===== src/rtl/if_fetch_unit.sv =====
// ----------------------------------------------------------------------------
// if_fetch_unit
//   Instruction-fetch stage that sits right after the PC register. It issues
//   in-order fetch requests for the current PC, tells the PC register to step
//   to PC+4 whenever a request is accepted, and parks the returned instruction
//   words, tagged with their PCs, in a small circular buffer. Decode drains
//   that buffer over a valid/ready handshake. A flush (branch redirect) throws
//   away everything buffered and marks every in-flight request to be dropped
//   when its response eventually arrives.
//
// Ports
//   clk            : clock, all state changes on the rising edge
//   reset          : asynchronous, active-low reset (0 = held in reset)
//   pc             : current PC from the PC register
//   pc_advance     : request accepted this cycle, PC register loads PC+4
//   imem_req_valid : fetch request valid
//   imem_req_addr  : word-aligned fetch address derived from pc
//   imem_req_ready : instruction memory accepts the request
//   imem_rsp_valid : in-order response strobe, always accepted
//   imem_rsp_data  : returned instruction word
//   flush          : redirect, discard buffered and outstanding fetches
//   inst_valid     : buffer head holds a returned instruction for decode
//   inst_data      : instruction word at the buffer head
//   inst_pc        : PC of the instruction at the buffer head
//   inst_ready     : decode accepts the head instruction
// ----------------------------------------------------------------------------
module if_fetch_unit #(
  parameter int DEPTH = 4,
  parameter int AW    = 32,
  parameter int DW    = 32
) (
  input  logic          clk,
  input  logic          reset,
  input  logic [AW-1:0] pc,
  output logic          pc_advance,
  output logic          imem_req_valid,
  output logic [AW-1:0] imem_req_addr,
  input  logic          imem_req_ready,
  input  logic          imem_rsp_valid,
  input  logic [DW-1:0] imem_rsp_data,
  input  logic          flush,
  output logic          inst_valid,
  output logic [DW-1:0] inst_data,
  output logic [AW-1:0] inst_pc,
  input  logic          inst_ready
);

  localparam int PW = $clog2(DEPTH);
  localparam int CW = PW + 1;

  localparam logic [CW-1:0] FULL_C  = CW'(DEPTH);
  localparam logic [CW-1:0] CNT_ONE = CW'(1);
  localparam logic [PW-1:0] PTR_ONE = PW'(1);

  // Occupancy and request bookkeeping
  logic [CW-1:0]    count_q, count_d;
  logic [CW-1:0]    outstanding_q, outstanding_d;
  logic [CW-1:0]    drop_cnt_q, drop_cnt_d;

  // head: oldest entry for decode, tail: next entry to allocate,
  // fill: oldest allocated entry still waiting for its response
  logic [PW-1:0]    head_q, head_d;
  logic [PW-1:0]    tail_q, tail_d;
  logic [PW-1:0]    fill_q, fill_d;

  logic [DEPTH-1:0] filled_q, filled_d;
  logic [AW-1:0]    pc_mem_q   [DEPTH];
  logic [AW-1:0]    pc_mem_d   [DEPTH];
  logic [DW-1:0]    data_mem_q [DEPTH];
  logic [DW-1:0]    data_mem_d [DEPTH];

  logic issue;
  logic pop;
  logic rsp_ok;

  // Handshake outputs. Request and decode valids look only at registered
  // occupancy, so a pop in the same cycle never opens up a request slot.
  // Both valids are gated by reset so nothing leaks out while held in reset.
  always_comb begin
    imem_req_addr  = {pc[AW-1:2], 2'b00};
    imem_req_valid = reset & ~flush & (count_q < FULL_C) & (outstanding_q < FULL_C);
    issue          = imem_req_valid & imem_req_ready;
    pc_advance     = issue;

    inst_valid     = reset & ~flush & (count_q != '0) & filled_q[head_q];
    pop            = inst_valid & inst_ready;
    inst_data      = (count_q == '0) ? '0 : data_mem_q[head_q];
    inst_pc        = (count_q == '0) ? '0 : pc_mem_q[head_q];

    // A response with nothing outstanding is a protocol error and is ignored
    rsp_ok         = imem_rsp_valid & (outstanding_q != '0);
  end

  // Next-state logic. Issue, fill and pop always land on different entries:
  // tail is free, fill is allocated but empty, head is filled.
  // On flush every request not yet answered must be dropped, so the drop
  // counter is reloaded with the outstanding requests left after this cycle's
  // response. Reloading (rather than accumulating) keeps back-to-back flushes
  // idempotent, since drop_cnt never exceeds outstanding.
  always_comb begin
    count_d       = count_q;
    drop_cnt_d    = drop_cnt_q;
    head_d        = head_q;
    tail_d        = tail_q;
    fill_d        = fill_q;
    filled_d      = filled_q;
    pc_mem_d      = pc_mem_q;
    data_mem_d    = data_mem_q;
    outstanding_d = outstanding_q + (issue ? CNT_ONE : '0) - (rsp_ok ? CNT_ONE : '0);

    if (flush) begin
      count_d    = '0;
      head_d     = tail_q;
      fill_d     = tail_q;
      filled_d   = '0;
      drop_cnt_d = outstanding_q - (rsp_ok ? CNT_ONE : '0);
    end else begin
      if (issue) begin
        pc_mem_d[tail_q] = pc;
        filled_d[tail_q] = 1'b0;
        tail_d           = tail_q + PTR_ONE;
      end

      if (rsp_ok) begin
        if (drop_cnt_q != '0) begin
          drop_cnt_d = drop_cnt_q - CNT_ONE;
        end else begin
          data_mem_d[fill_q] = imem_rsp_data;
          filled_d[fill_q]   = 1'b1;
          fill_d             = fill_q + PTR_ONE;
        end
      end

      if (pop) begin
        filled_d[head_q] = 1'b0;
        head_d           = head_q + PTR_ONE;
      end

      count_d = count_q + (issue ? CNT_ONE : '0) - (pop ? CNT_ONE : '0);
    end
  end

  // State registers; reset clears every counter, pointer and entry
  always_ff @(posedge clk or negedge reset) begin
    if (!reset) begin
      count_q       <= '0;
      outstanding_q <= '0;
      drop_cnt_q    <= '0;
      head_q        <= '0;
      tail_q        <= '0;
      fill_q        <= '0;
      filled_q      <= '0;
      for (int i = 0; i < DEPTH; i++) begin
        pc_mem_q[i]   <= '0;
        data_mem_q[i] <= '0;
      end
    end else begin
      count_q       <= count_d;
      outstanding_q <= outstanding_d;
      drop_cnt_q    <= drop_cnt_d;
      head_q        <= head_d;
      tail_q        <= tail_d;
      fill_q        <= fill_d;
      filled_q      <= filled_d;
      pc_mem_q      <= pc_mem_d;
      data_mem_q    <= data_mem_d;
    end
  end

  // Memory must never answer a request that was not issued
  rsp_without_request: assert property (
    @(posedge clk) disable iff (!reset) !(imem_rsp_valid && (outstanding_q == '0))
  );

endmodule

===== config.mk =====
export PLATFORM = sky130hd
export DESIGN_NAME = if_fetch_unit
export DESIGN_NICKNAME = d
export VERILOG_FILES = /design/src/rtl/if_fetch_unit.sv
export SDC_FILE = /design/constraint.sdc
export NUM_CORES = 1
export LEC_CHECK = 0
export ABC_AREA = 0
export ABC_CLOCK_PERIOD_IN_PS = 4100
export BUFFER_PORTS_ARGS = -buffer_cell sky130_fd_sc_hd__buf_2
export CORE_MARGIN = 4
export CORE_UTILIZATION = 40
export CTS_BUF_LIST = sky130_fd_sc_hd__clkbuf_16
export CTS_CLUSTER_DIAMETER = 40
export CTS_CLUSTER_SIZE = 20
export DETAILED_ROUTE_END_ITERATION = 8
export GPL_TIMING_DRIVEN = 0
export PLACE_DENSITY_LB_ADDON = 0.3
export SLEW_MARGIN = 40
export SYNTH_ARGS = -nofsm -noshare
export SYNTH_HDL_FRONTEND = slang
export SYNTH_SLANG_ARGS = --single-unit

===== constraint.sdc =====
create_clock -name clk -period 4.1 [get_ports clk]
set_input_delay 0.205 -clock clk [delete_from_list [all_inputs] [get_ports clk]]
set_output_delay 0.205 -clock clk [all_outputs]
set_load 0.02 [all_outputs]

==> flow_metrics.tcl <==
set metrics [dict create \
    power.net_switching_w 0.00295 \
    num-nets-final 1228 \
    syn_inst 856 \
    crit_required_ps 3890 \
    endpoint_kind "output pin" \
    drv_cap 0 \
    slowest_delay_ps 630 \
    yosys_register_bits 275 \
    wire_per_inst_microns 18.0 \
    grt_pass1_vias 8677 \
    vias 7931 \
    clkSinkCount 275 \
    synth_area_sq_mm 0.0130 \
    rsz0062_at_grt "false" \
    final-instance-count-excl-fill 1603 \
    p_per_area_mw_per_mm2 654 \
    synth_area_leaders "dfrtp_1, mux2_2, mux4_2" \
    clk_pin_slew_ps 50 \
    htree_levels 2 \
    dpl_worst_slack_ps 1260 \
    core_area_sq_mm 0.0319 \
    antenna_found_initial 0 \
    synth_top_area_share_pct 52.8 \
    diodes 0 \
    dp.cells 1461 \
    grt_start_max_net_pins 72 \
    synth-seq-area-share_pct 52.8 \
    maxSlewHeadroom_pct 47.4 \
    placed_cell_area_sq_mm 0.0145 \
    hold_viol 0 \
    clockPowerShare_pct 31.4 \
    cp_slowest_cell "buf_1" \
    worst_slack_ps 949 \
    start_util_pct 40.9 \
    design_area_sq_mm 0.0165 \
    track_usage_pct 16.6 \
    tightest_slew_ps 788 \
    status "complete, no violations" \
    cts_tree "yes" \
    die_w_microns 188 \
    drtAntennaViolNets 0 \
    final.period_utilization_pct 76.9 \
    synth.distinct_cells 37 \
    dieArea_sq_mm 0.0355 \
    p_int_w 0.00786 \
    irDropWorstVdd_uv 278 \
    leakage_nw 7.88 \
    power_frac_seq_pct 41.0 \
    place_hpwl_microns 18900 \
    clock-root-buffer "clkbuf_16" \
    avgSynthCellArea_sq_um 15.2 \
    path_class "reg -> out" \
    first_pass_iters 4 \
    drc 0 \
    ioPinCount 169 \
    via_per_inst 4.95 \
    finalMaxSlewViolations 0 \
    start_kind "register" \
    gp_congestion 0.739 \
    worstPathCellList "clkbuf_1 -> buf_1 -> mux4_2 -> nor2b_1 -> buf_2" \
    area_delta_synth_final_pct 26.9 \
    setup_violations 0 \
    fp.dieH_microns 188 \
    place.port_buffers 165 \
    timing.fmax_ghz 0.317 \
    cts_made_buffers 43 \
    crit_path_max_fanout 10 \
    grt-ovfl-total 0 \
    cts_resized 0 \
    yosysTopAreaCell "dfrtp_1" \
    clockBufferDepth 3 \
    ys_warn_count 0 \
    num_rows 65 \
    skew_ps 16.4 \
    worst_skew_pair.late_latency_ps 520 \
    switching_share_pct 27.3 \
    totalWireLength_microns 28800 \
    combinationalPowerShare_pct 27.7 \
    arrival_ps 2950 \
    finalCriticalPeriod_ps 3150 \
    grt_first_pass_wirelength_microns 47600 \
    drive_gt1_share_pct 52.9 \
    min_path_type "in -> reg" \
    drt_iter0_drc 313 \
]
==> flip-flops by register name, indices dropped and copies added (netlist names) <==
signal         count
fill_q             2
pc_mem_q         128
outstanding_q      3
filled_q           4
drop_cnt_q         3
head_q             2
tail_q             2
data_mem_q       128
count_q            3
==> critical path, delay by kind of cell, from the launching register on <==
kind	cells	cell delay, ps
buffers and inverters	3	1390
flip-flops	1	450
multiplexers	1	450
AND/OR/NAND/NOR	1	150
==> kinds of logic after synthesis <==
family | Yosys count | share of synthesized area (%)
flops | 275 | 52.8
buf+inv | 109 | 4.94
mux | 323 | 33.5
other cells | 1 | 0.0288
fa+ha+maj | 22 | 2.23
simple gates | 95 | 4.45
compound gates | 25 | 1.60
xor+xnor | 6 | 0.403
==> cells in the mapped netlist <==
cell	n
a211oi_1	2
a21oi_1	3
a221o_1	1
a2bb2oi_1	4
a311oi_1	5
a31oi_1	1
and3_1	5
buf_1	6
buf_2	19
buf_4	32
buf_6	12
clkbuf_1	17
conb_1	1
dfrtp_1	275
fa_1	2
ha_1	20
inv_1	22
inv_2	1
mux2_1	7
mux2_2	251
mux4_2	65
nand2_1	4
nand2b_1	2
nand3_1	5
nand4_1	1
nor2_1	5
nor2b_1	67
nor3_1	4
nor3b_1	1
nor4b_4	1
o211ai_1	2
o21ai_0	1
o31a_1	4
o31ai_1	1
o31ai_4	1
xnor2_1	5
xor2_1	1
==> worst paths after layout <==
check                                        endpoint  cells after the start  slack (ps)                  startpoint
setup reg to reg                 count_q[2]$_DFF_PN0_                     11        1290       head_q[0]$_DFFE_PN0P_
hold / removal              drop_cnt_q[2]$_DFFE_PN0P_                      4         110              imem_rsp_valid
hold reg to reg            data_mem_q[60]$_DFFE_PN0P_                      1         480  data_mem_q[60]$_DFFE_PN0P_
setup / recovery                        inst_data[22]                      5         950       head_q[1]$_DFFE_PN0P_
min in group asynchronous   data_mem_q[6]$_DFFE_PN0P_                      2         200                       reset
max in group asynchronous   pc_mem_q[103]$_DFFE_PN0P_                      4        2910                       reset
==> final cells by class <==
type,count,area (sq um)
Sequential cell,275,6880
Timing Repair Buffer,234,1600
Multi-Input combinational cell,473,5510
Buffer,86,558
Clock buffer,45,1130
Clock inverter,32,230
Tap cell,435,544
Inverter,23,86.3
Fill cell,2768,15300
==> layout by cell type (no fill, tap or decap), types with 3 or more instances in the layout <==
cell	Yosys	layout
buf_16	0	4
mux4_2	65	65
buf_6	12	12
buf_2	19	183
nand3_1	5	5
a2bb2oi_1	4	4
nor2b_1	67	67
o31a_1	4	4
ha_1	20	20
nor3_1	4	4
clkbuf_1	17	17
xnor2_1	5	5
nand2_1	4	4
buf_1	6	5
clkinv_4	0	3
and3_1	5	5
inv_1	22	24
buf_4	32	32
a21oi_1	3	3
dfrtp_1	275	275
dlygate4sd3_1	0	65
nor2_1	5	5
clkinv_1	0	9
clkinv_2	0	8
clkbuf_16	0	45
clkinvlp_4	0	6
mux2_2	251	251
mux2_1	7	7
a311oi_1	5	5
==> power by group through the flow <==
stage | sequential (W) | combinational (W) | clock (W)
final | 0.00443 | 0.00299 | 0.00339
after floorplan | 0.00427 | 0.00241 | 0
after CTS | 0.00443 | 0.00305 | 0.00349
after detailed placement | 0.00447 | 0.00299 | 0
after global placement | 0.00442 | 0.00290 | 0
after global routing | 0.00457 | 0.00330 | 0.00362
==> per-stage QoR <==
stage | hold slack (ps) | util, % | setup TNS [ps] | power, W
2_1_floorplan | -90.6 | - | 0 | 0.00668
3_3_place_gp | 463 | 45.2 | -1115490 | 0.00731
3_5_place_dp | 144 | 45.6 | 0 | 0.00746
4_1_cts | 90.1 | 51.8 | 0 | 0.0110
5_1_grt | 141 | 51.9 | 0 | 0.0115
6_report | 111 | 51.9 | 0 | 0.0108
==> what timing repair did <==
action | in CTS | in global routing
endpoints found under the hold margin | 400 | 0
setup buffers | 0 | 0
hold buffers | 65 | 0
==> metal layers <==
| layer | vias to the layer above | routed length, microns | GRT usage [%] |
|---|---|---|---|
| li1 | 3641 | - | - |
| met1 | 4066 | 13000 | 23.0 |
| met4 | 0 | 527 | 3.76 |
| met3 | 48 | 1270 | 2.96 |
| met2 | 176 | 14000 | 27.5 |
| met5 | - | 0 | 0 |
Note: power is estimated with default switching activity, not from simulation.
